### config.mk
export PLATFORM = sky130hd
export DESIGN_NAME = wb_burst_master
export DESIGN_NICKNAME = d
export VERILOG_FILES = /design/src/rtl/wb_burst_master.sv
export SDC_FILE = /design/constraint.sdc
export NUM_CORES = 1
export LEC_CHECK = 0
export BUFFER_PORTS_ARGS = -buffer_cell sky130_fd_sc_hd__buf_2
export CORE_MARGIN = 2
export CORE_UTILIZATION = 45
export CTS_CLUSTER_SIZE = 8
export DETAILED_ROUTE_END_ITERATION = 12
export GPL_ROUTABILITY_DRIVEN = 0
export GPL_TIMING_DRIVEN = 0
export PLACE_DENSITY = 0.8
export SYNTH_ARGS = -nofsm -noshare
export SYNTH_HDL_FRONTEND = slang
export SYNTH_SLANG_ARGS = --single-unit
### constraint.sdc
create_clock -name clk_i -period 5.67 [get_ports clk_i]
set_clock_uncertainty 0.2 [all_clocks]
set_input_delay 0.8505 -clock clk_i [delete_from_list [all_inputs] [get_ports clk_i]]
set_output_delay 0.8505 -clock clk_i [all_outputs]
set_load 0.03 [all_outputs]
### src/rtl/wb_burst_master.sv
// Wishbone pipelined burst initiator: turns one command plus a word stream into
// a single or 1..16-word burst, with read data return and a bus-idle timeout.
module wb_burst_master #(
  parameter int unsigned LEN_W   = 4,
  parameter int unsigned TIMEOUT = 255
) (
  input  logic             clk_i,
  input  logic             rst_i,
  // Wishbone pipelined master side
  output logic             bus_cyc,
  output logic             bus_stb,
  output logic             bus_we,
  output logic [31:0]      bus_adr,
  output logic [3:0]       bus_sel,
  output logic [31:0]      bus_dat_m,
  input  logic [31:0]      bus_dat_s,
  input  logic             bus_ack,
  input  logic             bus_stall,
  // command / stream side
  input  logic             cmd_valid,
  output logic             cmd_ready,
  input  logic             cmd_we,
  input  logic [31:0]      cmd_adr,
  input  logic [LEN_W-1:0] cmd_len,
  input  logic [31:0]      wr_data,
  input  logic             wr_valid,
  output logic             wr_ready,
  output logic [31:0]      rd_data,
  output logic             rd_valid,
  output logic             done,
  output logic             timeout_err,
  output logic             busy
);

  localparam int unsigned CNT_W = LEN_W + 1;
  localparam int unsigned TMO_W = (TIMEOUT < 2) ? 1 : $clog2(TIMEOUT + 1);
  localparam logic [TMO_W-1:0] TMO_LIMIT = TMO_W'(TIMEOUT);

  typedef enum logic [1:0] {S_IDLE, S_ISSUE, S_WAIT, S_DONE} state_t;

  state_t             state, state_n;
  logic               we_q, we_n;
  logic [31:0]        adr_q, adr_n;
  logic [LEN_W-1:0]   len_q, len_n;
  logic [CNT_W-1:0]   issued, issued_n;
  logic [CNT_W-1:0]   acked, acked_n;
  logic [TMO_W-1:0]   tmo, tmo_n;
  logic               tmo_err, tmo_err_n;
  logic [31:0]        rd_data_q, rd_data_n;
  logic               rd_valid_q, rd_valid_n;

  logic [CNT_W-1:0]   len_ext;
  logic               accept;
  logic               ack_v;
  logic               last_ack;
  logic               last_issue;

  // Bus outputs follow the state register; write data passes straight through.
  always_comb begin
    len_ext     = {1'b0, len_q};
    bus_cyc     = (state == S_ISSUE) || (state == S_WAIT);
    bus_stb     = (state == S_ISSUE) && (!we_q || wr_valid);
    bus_we      = we_q;
    bus_adr     = adr_q;
    bus_sel     = bus_cyc ? 4'hf : 4'h0;
    bus_dat_m   = ((state == S_ISSUE) && we_q) ? wr_data : 32'h0;
    accept      = bus_stb && !bus_stall;
    ack_v       = bus_cyc && bus_ack && (acked != (len_ext + CNT_W'(1)));
    last_ack    = ack_v && (acked == len_ext);
    last_issue  = accept && (issued == len_ext);
    wr_ready    = accept && we_q;
    cmd_ready   = (state == S_IDLE);
    busy        = (state != S_IDLE);
    done        = (state == S_DONE);
    timeout_err = (state == S_DONE) && tmo_err;
    rd_data     = rd_data_q;
    rd_valid    = rd_valid_q;
  end

  // Next-state and counter logic
  always_comb begin
    state_n    = state;
    we_n       = we_q;
    adr_n      = adr_q;
    len_n      = len_q;
    issued_n   = issued;
    acked_n    = acked;
    tmo_n      = tmo;
    tmo_err_n  = tmo_err;
    rd_data_n  = rd_data_q;
    rd_valid_n = 1'b0;

    case (state)
      S_IDLE: begin
        if (cmd_valid) begin
          we_n      = cmd_we;
          adr_n     = cmd_adr & 32'hffff_fffc;
          len_n     = cmd_len;
          issued_n  = '0;
          acked_n   = '0;
          tmo_n     = '0;
          tmo_err_n = 1'b0;
          state_n   = S_ISSUE;
        end
      end
      S_ISSUE, S_WAIT: begin
        if (accept) begin
          issued_n = issued + CNT_W'(1);
          adr_n    = adr_q + 32'd4;
        end
        if (ack_v) begin
          acked_n = acked + CNT_W'(1);
          if (!we_q) begin
            rd_valid_n = 1'b1;
            rd_data_n  = bus_dat_s;
          end
        end
        tmo_n = (accept || ack_v) ? '0 : tmo + TMO_W'(1);
        // Completion wins over timeout; the final ack may land while still issuing.
        if (last_ack) begin
          state_n = S_DONE;
        end else if (tmo == TMO_LIMIT) begin
          state_n   = S_DONE;
          tmo_err_n = 1'b1;
        end else if ((state == S_ISSUE) && last_issue) begin
          state_n = S_WAIT;
        end
      end
      S_DONE: begin
        state_n = S_IDLE;
      end
      default: begin
        state_n = S_IDLE;
      end
    endcase
  end

  always_ff @(posedge clk_i) begin
    if (rst_i) begin
      state      <= S_IDLE;
      we_q       <= 1'b0;
      adr_q      <= '0;
      len_q      <= '0;
      issued     <= '0;
      acked      <= '0;
      tmo        <= '0;
      tmo_err    <= 1'b0;
      rd_data_q  <= '0;
      rd_valid_q <= 1'b0;
    end else begin
      state      <= state_n;
      we_q       <= we_n;
      adr_q      <= adr_n;
      len_q      <= len_n;
      issued     <= issued_n;
      acked      <= acked_n;
      tmo        <= tmo_n;
      tmo_err    <= tmo_err_n;
      rd_data_q  <= rd_data_n;
      rd_valid_q <= rd_valid_n;
    end
  end

endmodule

## Word-level counts from Yosys, hierarchy flattened

Index checks and enable logic that the tools add are counted.

| storage, ports and cells | value |
|---|---|
| bits in registers | 91 |
| input port bits | 107 |
| output and inout bits | 109 |
| logic and storage cells | 81 |

| operators by class | value |
|---|---|
| $add $sub $neg | 5 |
| equality and inequality tests | 13 |
| muxes and demuxes | 23 |
| bitwise operators | 3 |
| reduce and logical (&&, ||, !) cells | 27 |

Operator list:

| cell | number |
|---|---|
| two-way mux 32 bit | 3 |
| one-hot mux 32 bit (2 select lines) | 1 |
| adder 32 x 3 -> 32 bit (second input constant) | 1 |
| one-hot mux 5 bit (2 select lines) | 2 |
| two-way mux 8 bit | 2 |
| one-hot mux 8 bit (2 select lines) | 1 |
| two-way mux 5 bit | 3 |
| adder 5 x 1 -> 5 bit (second input constant) | 2 |
| == test 5 x 4 -> 1 bit | 2 |
| logical AND 1 bit | 10 |
| != test 2 bit (second input constant) | 5 |
| AND reduction 3 bit | 3 |
| adder 8 x 1 -> 8 bit (second input constant) | 1 |
| == test 8 bit (second input constant) | 1 |
| two-way mux 2 bit | 4 |
| one-hot mux 2 bit (3 select lines) | 1 |
| AND reduction 2 bit | 3 |
| adder 4 x 1 -> 5 bit (second input constant) | 1 |
| != test 5 bit | 1 |
| == test 2 bit (second input constant) | 2 |
| two-way mux 1 bit | 4 |
| two-way mux 4 bit | 1 |
| != test 4 bit (second input constant) | 1 |
| AND reduction 4 bit | 1 |
| 9 further kinds | 15 |

## Depth between registers and ports, before layout

Gate-level depths: netlist of run 1.

| depth | value |
|---|---|
| depth after elaboration | 10 |
| depth in mapped cells | 10 |
| depth with buffers taken out | 8 |

## Least setup slack after synthesis of run 1

OpenSTA, ideal clock, no wires.

| path | value |
|---|---|
| path kind | flip-flop to flip-flop |
| start point | reg state[1] |
| end point | reg adr_q[17] (netlist: bus_adr[17]) |
| setup time | 0.074 ns |
| arrival | 2.540 ns |
| required time | 5.396 ns |
| setup slack | 2.856 ns |
| stages on the path, launching flop included | 10 |
| buffers on the path | 1 |
| clock period less this slack | 2.814 ns |
| cell sequence | dfxtp_1 -> inv_1 -> ha_1 -> buf_6 -> inv_2 -> o21ai_1 -> nand2_2 -> or4_1 -> or3_1 -> a31oi_1 |

| on the way | value |
|---|---|
| longest elaborated chain between the ends | 5 |
| elaborated cells between the ends (all ways) | 11 |
| classes of those cells | eq/ne: 4; mux: 1; reduce/logical: 6 |

Ends and longest elaborated chain:

| what | RTL line | text |
|---|---|---|
| from (decl) | 41 | `state_t state, state_n;` |
| from (signal assigned) | 151 | `state <= state_n;` |
| == test 2 x 1 -> 1 bit | 62, 93 |  |
| logical AND 1 bit | 62 | `bus_stb = (state == S_ISSUE) && (!we_q \|\| wr_valid);` |
| logical AND 1 bit | 67 | `accept = bus_stb && !bus_stall;` |
| != test 2 bit (no source line) | - |  |
| AND reduction 3 bit (no source line) | - |  |
| to (signal assigned) | 153 | `adr_q <= adr_n;` |
| to (decl) | 43 | `logic [31:0] adr_q, adr_n;` |

Parallel ways exist; a longest one is shown, timed or not.
A chain may end at the register's enable or synchronous reset.

## Worst setup path after layout of run 1

| path | value |
|---|---|
| start point | reg state[0] |
| end point | reg adr_q[17] (netlist: bus_adr[17]) |

The elaborated chain is that of the path after synthesis.

==> run_results.csv, run 1 <==
group,metric,value,unit
sta,fmax,307,MHz
yosys,yosys.area.top_type_share,37.8,%
hold_path,hold_start,"tmo[4]",
yosys,syn-cell-area,0.00472,mm^2
route,routed_via_density,5.44,
place,dpl.hpwl,11200,um
worst_setup_path,r2r_start,"state[0]",
layout,final_util,60.1,%
clock_tree,cts_resized,0,
worst_setup_path,critPathArrivalTime,3370,ps
worst_setup_path,cpPeakStageDelay,570,ps
yosys,synth_top_family_by_area,"simple AND/OR/NAND/NOR gates",
yosys,syn_area_per_cell,8.20,um^2
sta,final_hold_viol_count,0,
sta,drv_slew,0,
worst_setup_path,critPathKind,"reg -> reg",
floorplanning,rows,37,
clock_tree,h-tree-depth,3,
clock_tree,cts.sinks,89,
worst_setup_path,end_kind,"flop",
job,cap_violations,0,
hold_path,hp-class,"reg -> reg",
layout,syn_to_final_growth,30.4,%
global_route,antenna_found_initial,0,
yosys,ys_warn_count,0,
clock_tree,clock_latency,370,ps
sta,fin_setup_tns,0,ps
route,wl_per_cell,15.4,um
yosys,synth_cells,575,
yosys,synthAdderAreaFrac,2.39,%
worst_setup_path,cp_data_required_time,5780,ps
yosys,synth_compound_area_share,15.7,%
global_route,gr-usage-all-layers,25.6,%
worst_setup_path,ff2ff_setup_slack,2410,ps
worst_setup_path,r2r.worst_path.cells,9,
route,drt-initial-drc-count,290,
hold_path,min_to,"tmo[4]",
yosys,synth-seq-cells,89,
global_route,grt_max_degree,16,
route,vias,5112,
clock_tree,post-cts-setup-buffers,0,
floorplanning,core,0.0102,mm^2
sta,post-route-period-util,57.5,%
yosys,synth_most_common_cell,"dfxtp_1",
power,power,3160,uW
clock_tree,cts_max_path_buffers,2,
worst_setup_path,crit_path_start_kind,"flop",
yosys,synth-xor-area-share,3.16,%
global_route,overflow,0,
clock_tree,ctsHoldBuffers,0,
yosys,synthArstFlopShare,0,%
clock_tree,cts-root-buf,"clkbuf_8",
yosys,yosysUniqueCellTypes,57,
yosys,synth_edf_count,0,
clock_tree,cts_made_buffers,9,
clock_tree,tritoncts,"done",
layout,antenna_cells,0,
route,final_antenna_net_count,0,
sta,period_needed,3260,ps
floorplanning,fp.dieW,106,um
sta,finalSetupViolations,0,
hold_path,holdPathStages,1,
yosys,ys_top_cells_by_count,"dfxtp_1 (89), nor2_1 (73), nand2_1 (44)",
worst_setup_path,path_cells,"inv_1 > ha_1 > buf_6 > inv_2 > o21ai_1 > nand2_2 > or4_1 > or3_1 > a31oi_1",
sta,slew-limit-headroom,39.5,%
floorplanning,ios,216,
yosys,ys.flop_type,"dfxtp_1",
yosys,yosys.area_share.simple,26.3,%
sta,worst_pin_slew,899,ps
yosys,synth_area_leaders,"dfxtp_1 (38%), mux2i_1 (8.9%), nor2_1 (5.8%)",
yosys,seq_area_frac_synth,37.8,%
clock_tree,path_clk_slew,100,ps
global_route,grt_pass1_vias,5002,
place,io_buffers,211,
sta,rsz0062_at_grt,"no",
power,peakVddDrop,0.000312,V
floorplanning,start_util,46.1,%
route,drc,0,
route,wirelength,14500,um
yosys,synth_mux_area_share,9.15,%
floorplanning,dieHeight,106,um
worst_setup_path,critPathMaxFanout,10,
worst_setup_path,rr_endpoint,"bus_adr[17]",
global_route,grt_pass1_wl,23400,um
yosys,synth_top_cell_by_area,"dfxtp_1",
run_status,outcome,"finished clean",
power,power-per-cell-area,513,mW/mm^2
worst_setup_path,cp_slowest_cell,"o21ai_1",
floorplanning,dieArea,0.0113,mm^2
layout,fin_nets,914,
layout,layout-drive-gt1-share,31.6,%
power,cellLeakagePower,0.00292,uW
route,first_pass_iters,5,
==> worst max-delay path by stage <==
stage               startpoint           to  slack, ps  cells after the start
global placement     cmd_valid  bus_adr[30]       2520                      7
CTS                   state[0]  bus_adr[17]       2430                      9
global route          state[0]  bus_adr[17]       2250                      9
detailed placement    state[0]  bus_adr[17]       2440                      9
floorplan             state[1]  bus_adr[17]       2860                      9
finish                state[0]  bus_adr[17]       2410                      9
==> per-stage QoR <==
stage	setup WS (ps)	hold slack [ps]	area, um^2	cells
5_1_grt	2250	330	6150	939
3_3_place_gp	2520	270	5950	923
3_5_place_dp	2440	284	5950	923
6_report	2410	295	6150	939
2_1_floorplan	2860	229	4720	576
4_1_cts	2430	298	6150	939
==> area by class of cell <==
class | instances | area [um^2]
sequential | 89 | 1780
clock inverter | 6 | 66.3
inverter | 10 | 37.5
buffer | 40 | 216
multi-input combinational | 437 | 2680
fill | 947 | 4080
clock buffer | 10 | 138
timing repair buffer | 211 | 1060
tap | 136 | 170
==> power by group <==
group | total (uW) | internal [uW] | switching [uW]
clock network | 453 | 216 | 236
logic | 1750 | 567 | 1180
registers | 952 | 781 | 171
==> critical path, delay by kind of cell (launching register included) <==
kind | cells | cell delay (ps)
DFF | 1 | 370
AOI/OAI and AO/OA | 2 | 690
adders and majority gates | 1 | 460
and+or+nand+nor | 3 | 1100
buffers and inverters | 3 | 390
==> metal layers <==
metal / global-route usage (%) / vias up / share of wire, %
met5: 0 / - / 0
met4: 7.89 / 0 / 1.6
met3: 6.01 / 23 / 8.4
met2: 44.8 / 235 / 49
met1: 30.9 / 2360 / 41
li1: - / 2494 / -
==> sequential cells by signal, indices dropped and copies added, names as in the netlist <==
register / flops
rd_data: 32
bus_adr: 30
tmo: 8
acked: 5
issued: 5
len_q: 4
state: 2
bus_we: 1
rd_valid: 1
tmo_err: 1
==> placed cells by master (no fill, tap or decap), drive strengths merged, types with 3 or more instances in the layout <==
master	instances
o21a	4
nand2	46
mux2i	42
nand2b	5
nand4	11
a211oi	8
nor3b	4
ha	9
o221ai	4
inv	10
nor2	73
a31oi	4
buf	225
o22ai	5
dfxtp	89
and2	8
clkbuf	36
nor3	18
clkinvlp	3
and3	37
nor4	11
a21o	3
o31ai	3
nand3	21
xnor2	5
a21oi	31
a22oi	16
o21ai	28
nor2b	6
xor2	12
==> cells by family (layout without fill, tap and decap cells) <==
logic type / after synthesis / after routing
AOI/OAI and AO/OA: 117 / 117
xor gates and xnor gates: 17 / 17
adders and majority gates: 9 / 9
buffers and inverters: 50 / 277
DFF: 89 / 89
muxes: 43 / 43
other: 1 / 2
and+or+nand+nor: 249 / 249
(Power assumes the default switching activity.)
==> inputs of run 2 (changes only) <==
--- a/config.mk
+++ b/config.mk
@@ -7,7 +7,7 @@
 export LEC_CHECK = 0
 export BUFFER_PORTS_ARGS = -buffer_cell sky130_fd_sc_hd__buf_2
 export CORE_MARGIN = 2
-export CORE_UTILIZATION = 45
+export CORE_UTILIZATION = 43
 export CTS_CLUSTER_SIZE = 8
 export DETAILED_ROUTE_END_ITERATION = 12
 export GPL_ROUTABILITY_DRIVEN = 0
==> constraint.sdc (replaced) <==
create_clock -name clk_i -period 2.7 [get_ports clk_i]
set_clock_uncertainty 0.2 [all_clocks]
set_input_delay 0.405 -clock clk_i [delete_from_list [all_inputs] [get_ports clk_i]]
set_output_delay 0.405 -clock clk_i [all_outputs]
set_load 0.03 [all_outputs]
==> run_results.csv, run 2 (synthesized netlist as in run 1, its figures left out) <==
group,metric,value,unit
layout,final_cell_mix,"buf_2 (214), dfxtp_1 (89), nor2_1 (71)",
global_route,grt_pass1_wl,22900,um
worst_setup_path,cp_slowest_cell,"or4_1",
job,cap_violations,0,
route,wl_per_cell,15.4,um
clock_tree,cts-root-buf,"clkbuf_8",
sta,fin_setup_tns,0,ps
floorplanning,fp.dieW,109,um
global_route,gr-usage-all-layers,24.5,%
layout,final_area,0.00628,mm^2
worst_setup_path,cp_data_required_time,2800,ps
place,io_buffers,211,
layout,ff_latch_area,0.00178,mm^2
clock_tree,h-tree-depth,3,
route,drc,0,
floorplanning,dieHeight,109,um
clock_tree,cts.sinks,89,
clock_tree,tritoncts,"done",
worst_setup_path,crit_path_start_kind,"flop",
clock_tree,ctsHoldBuffers,0,
route,first_pass_iters,5,
floorplanning,start_util,43.7,%
layout,multi_input_area,0.00276,mm^2
worst_setup_path,critPathKind,"reg -> reg",
global_route,antenna_found_initial,1,
worst_setup_path,critPathMaxFanout,10,
floorplanning,rows,38,
layout,antenna_cells,0,
sta,drv_slew,0,
route,final_antenna_net_count,0,
clock_tree,path_clk_slew,90,ps
floorplanning,ios,216,
layout,layout-drive-gt1-share,33.7,%
layout,fillers,1008,
power,peakVddDrop,0.000683,V
power,cellLeakagePower,0.00298,uW
layout,final_cells,948,
sta,hold_slack,68.9,ps
global_route,grt_pass1_vias,4810,
power,power-per-cell-area,1090,mW/mm^2
floorplanning,dieArea,0.0118,mm^2
place,dp.cells,927,
layout,fin_nets,919,
route,drt-initial-drc-count,379,
layout,syn_to_final_growth,33.1,%
worst_setup_path,path_cells,"inv_1 > ha_4 > buf_6 > inv_2 > o21ai_4 > nand2_4 > or4_1 > or3_1 > a31oi_1",
floorplanning,core,0.0108,mm^2
hold_path,hp-class,"in -> reg",
sta,rsz0062_at_grt,"yes",
sta,slew-limit-headroom,52.8,%
sta,final_hold_viol_count,0,
power,power,6820,uW
clock_tree,cts_max_path_buffers,2,
run_status,outcome,"finished clean",
global_route,overflow,0,
worst_setup_path,cpPeakStageDelay,410,ps
route,vias,5150,
sta,worst_pin_slew,701,ps
layout,mostFrequentLayoutCell,"buf_2",
sta,post-route-period-util,94.9,%
clock_tree,cts_made_buffers,9,
sta,fmax,390,MHz
global_route,grt_max_degree,15,
place,placed_cell_area,0.00596,mm^2
route,routed_via_density,5.43,
worst_setup_path,end_kind,"flop",
route,wirelength,14600,um
sta,finalSetupViolations,0,
sta,period_needed,2560,ps
layout,largest_reg_flops,32,
clock_tree,clock_latency,370,ps
place,dpl.hpwl,10900,um
worst_setup_path,critPathArrivalTime,2660,ps
-- run 2: metal layers --
layer  vias to the layer above  wire length [um]  part of all wire, %  track usage (%)
met3                        23              1320                  9.0             6.81
met4                         0               266                  1.8             8.24
met1                      2383              6260                   43             31.1
li1                       2513                 -                    -                -
met5                         -                 0                    0                0
met2                       231              6760                   46             40.3
-- run 2: cell type report --
type,count,share of cell area [%]
buffer,40,3.73
sequential,89,28.4
clock buffer,12,2.31
multi-input combinational,437,44.0
inverter,10,0.598
clock inverter,4,0.817
timing repair buffer,216,17.4
tap,140,2.79
-- run 2: critical path: cells and delay by family, from the launching register on --
kind | cells | cell delay, ps
flops | 1 | 380
fa+ha+maj | 1 | 320
buf+inv | 3 | 400
compound gates | 2 | 340
simple gates | 3 | 850
-- run 2: worst paths after layout --
kind | startpoint | to | slack (ps) | cells after the start
setup / recovery | state[0] | bus_adr[17] | 140 | 9
hold / removal | bus_dat_s[10] | rd_data[10] | 70 | 3
setup reg to reg | state[0] | bus_adr[17] | 140 | 9
hold reg to reg | rd_data[23] | rd_data[23] | 300 | 2
-- run 2: what timing repair did --
action	4_1_cts	5_1_grt
resized for setup	11	21
setup endpoints to repair	66	72
buffers inserted	2	3
pin swaps	1	2
-- run 2: report_power, final --
group / internal (uW) / leakage [uW] / switching, uW
logic: 1310 / 0.00215 / 2560
registers: 1640 / 0.000726 / 357
clock network: 456 / 0.0000970 / 492
total: 3410 / 0.00298 / 3410
-- run 2: through the flow --
step,util [%],worst slack [ps]
6_report,58.2,138
5_1_grt,58.2,-0.0866
4_1_cts,57.4,3.86
3_5_place_dp,55.2,-366
3_3_place_gp,55.2,-374
2_1_floorplan,-,97.4
==> inputs of run 3 (changes only) <==
--- a/config.mk
+++ b/config.mk
@@ -6,6 +6,7 @@
 export NUM_CORES = 1
 export LEC_CHECK = 0
 export BUFFER_PORTS_ARGS = -buffer_cell sky130_fd_sc_hd__buf_2
+export CORE_ASPECT_RATIO = 0.9
 export CORE_MARGIN = 2
 export CORE_UTILIZATION = 43
 export CTS_CLUSTER_SIZE = 8
@@ -16,3 +17,4 @@
 export SYNTH_ARGS = -nofsm -noshare
 export SYNTH_HDL_FRONTEND = slang
 export SYNTH_SLANG_ARGS = --single-unit
+export TNS_END_PERCENT = 30
==> run_results.csv, run 3 (synthesized netlist as in run 1, its figures left out) <==
group,metric,value,unit
floorplanning,start_util,43.8,%
place,pre_cts_ws,-413,ps
sta,worst_pin_slew,722,ps
worst_setup_path,end_kind,"flop",
place,dpl.hpwl,10700,um
layout,multi_input_area,0.00274,mm^2
place,placed_cell_area,0.00595,mm^2
route,final_antenna_net_count,0,
sta,fin_setup_tns,0,ps
sta,hold_slack,95.8,ps
layout,syn_to_final_growth,34.6,%
place,io_buffers,211,
clock_tree,tritoncts,"done",
layout,final_area,0.00635,mm^2
route,drc,0,
power,seq_power_share,28.2,%
global_route,grt_pass1_vias,4660,
sta,drv_slew,0,
layout,fin_nets,920,
route,wirelength,14300,um
sta,final_hold_viol_count,0,
power,p_sw,3430,uW
power,power-per-cell-area,1120,mW/mm^2
clock_tree,clock_latency,340,ps
route,vias,5082,
route,first_pass_iters,5,
worst_setup_path,critPathKind,"reg -> reg",
hold_path,hold_start,"bus_dat_s[4]",
sta,finalSetupViolations,0,
power,combPwrFrac,54.4,%
floorplanning,rows,36,
clock_tree,cts_max_path_buffers,2,
worst_setup_path,ff2ff_setup_slack,140,ps
job,cap_violations,0,
run_status,outcome,"finished clean",
layout,antenna_cells,0,
worst_setup_path,rr_endpoint,"acked[4]",
clock_tree,cts.sinks,89,
layout,mostFrequentLayoutCell,"buf_2",
floorplanning,dieArea,0.0118,mm^2
sta,fin_ws,140,ps
power,p_int,3680,uW
power,swShare,48.2,%
hold_path,hp-class,"in -> reg",
clock_tree,cts-root-buf,"clkbuf_16",
global_route,gr-usage-all-layers,23.8,%
sta,post-route-period-util,94.8,%
global_route,antenna_found_initial,0,
hold_path,holdPathStages,3,
worst_setup_path,r2r_start,"len_q[0]",
sta,period_needed,2560,ps
worst_setup_path,r2r.worst_path.cells,7,
worst_setup_path,crit_path_start_kind,"flop",
sta,slew-limit-headroom,50.6,%
layout,layout-drive-gt1-share,33.5,%
clock_tree,ctsHoldBuffers,0,
layout,largest_reg_flops,32,
floorplanning,core,0.0108,mm^2
floorplanning,fp.dieW,114,um
layout,ff_latch_area,0.00178,mm^2
route,routed_via_density,5.40,
hold_path,min_to,"rd_data[4]",
floorplanning,dieHeight,103,um
power,clkPwrFrac,17.5,%
floorplanning,ios,216,
global_route,grt_max_degree,16,
sta,fmax,391,MHz
clock_tree,path_clk_slew,70,ps
clock_tree,cts_made_buffers,9,
layout,final_cell_mix,"buf_2 (215), dfxtp_1 (89), nor2_1 (71)",
worst_setup_path,critPathMaxFanout,5,
global_route,overflow,0,
layout,fillers,1006,
worst_setup_path,cp_data_required_time,2770,ps
route,wl_per_cell,15.2,um
power,cellLeakagePower,0.00302,uW
power,peakVddDrop,0.000524,V
worst_setup_path,critPathArrivalTime,2630,ps
clock_tree,h-tree-depth,3,
global_route,grt_pass1_wl,22600,um
layout,final_util,59.0,%
route,drt-initial-drc-count,379,
sta,rsz0062_at_grt,"yes",
==> run 3: area by class of cell <==
| type | count | area share, % |
|---|---|---|
| Sequential cell | 89 | 28.1 |
| Timing Repair Buffer | 217 | 17.3 |
| Inverter | 10 | 0.591 |
| Multi-Input combinational cell | 437 | 43.1 |
| Buffer | 40 | 3.63 |
| Clock inverter | 6 | 1.08 |
| Clock buffer | 9 | 3.55 |
| Tap cell | 133 | 2.62 |
==> run 3: worst max-delay path, stage by stage, from the launching register on <==
cell	delay, ps
dfxtp_1	450
ha_1	260
and4b_1	200
a22oi_1	100
a2111oi_0	710
nor2_1	210
nand4_1	180
mux2i_1	180
==> run 3: timing repair <==
action,in CTS,in global routing
setup endpoints to repair,66,65
pin swaps,1,2
setup buffers,0,6
gates resized for setup,12,10
==> run 3: power groups by stage <==
stage / Clock [uW] / Sequential (uW) / Combinational (uW)
floorplan: 0 / 2500 / 2090
global placement: 0 / 2010 / 3610
detailed placement: 0 / 2010 / 3650
CTS: 1260 / 1990 / 3750
global route: 1310 / 2060 / 4190
finish: 1240 / 2000 / 3860
==> run 3: worst max-delay path by stage <==
stage	startpoint	endpoint	slack (ps)
after global routing	len_q[0]	acked[4]	-20
after CTS	len_q[0]	rd_data[5]	30
after floorplan	state[1]	bus_adr[17]	100
final	len_q[0]	acked[4]	140
after detailed placement	state[0]	bus_adr[10]	-410
after global placement	state[0]	bus_adr[20]	-420
==> run 3: layer usage <==
| layer | wire (um) | up-vias | track usage, % |
|---|---|---|---|
| li1 | - | 2513 | - |
| met2 | 6560 | 199 | 37.7 |
| met3 | 1050 | 13 | 6.12 |
| met5 | 0 | - | 0 |
| met1 | 6510 | 2357 | 32.2 |
| met4 | 149 | 0 | 7.22 |
==> run 3: stage by stage <==
stage               std cells  power, uW
global route              941       7550
finish                    941       7110
detailed placement        920       5660
global placement          920       5620
floorplan                 576       4590
CTS                       935       7000
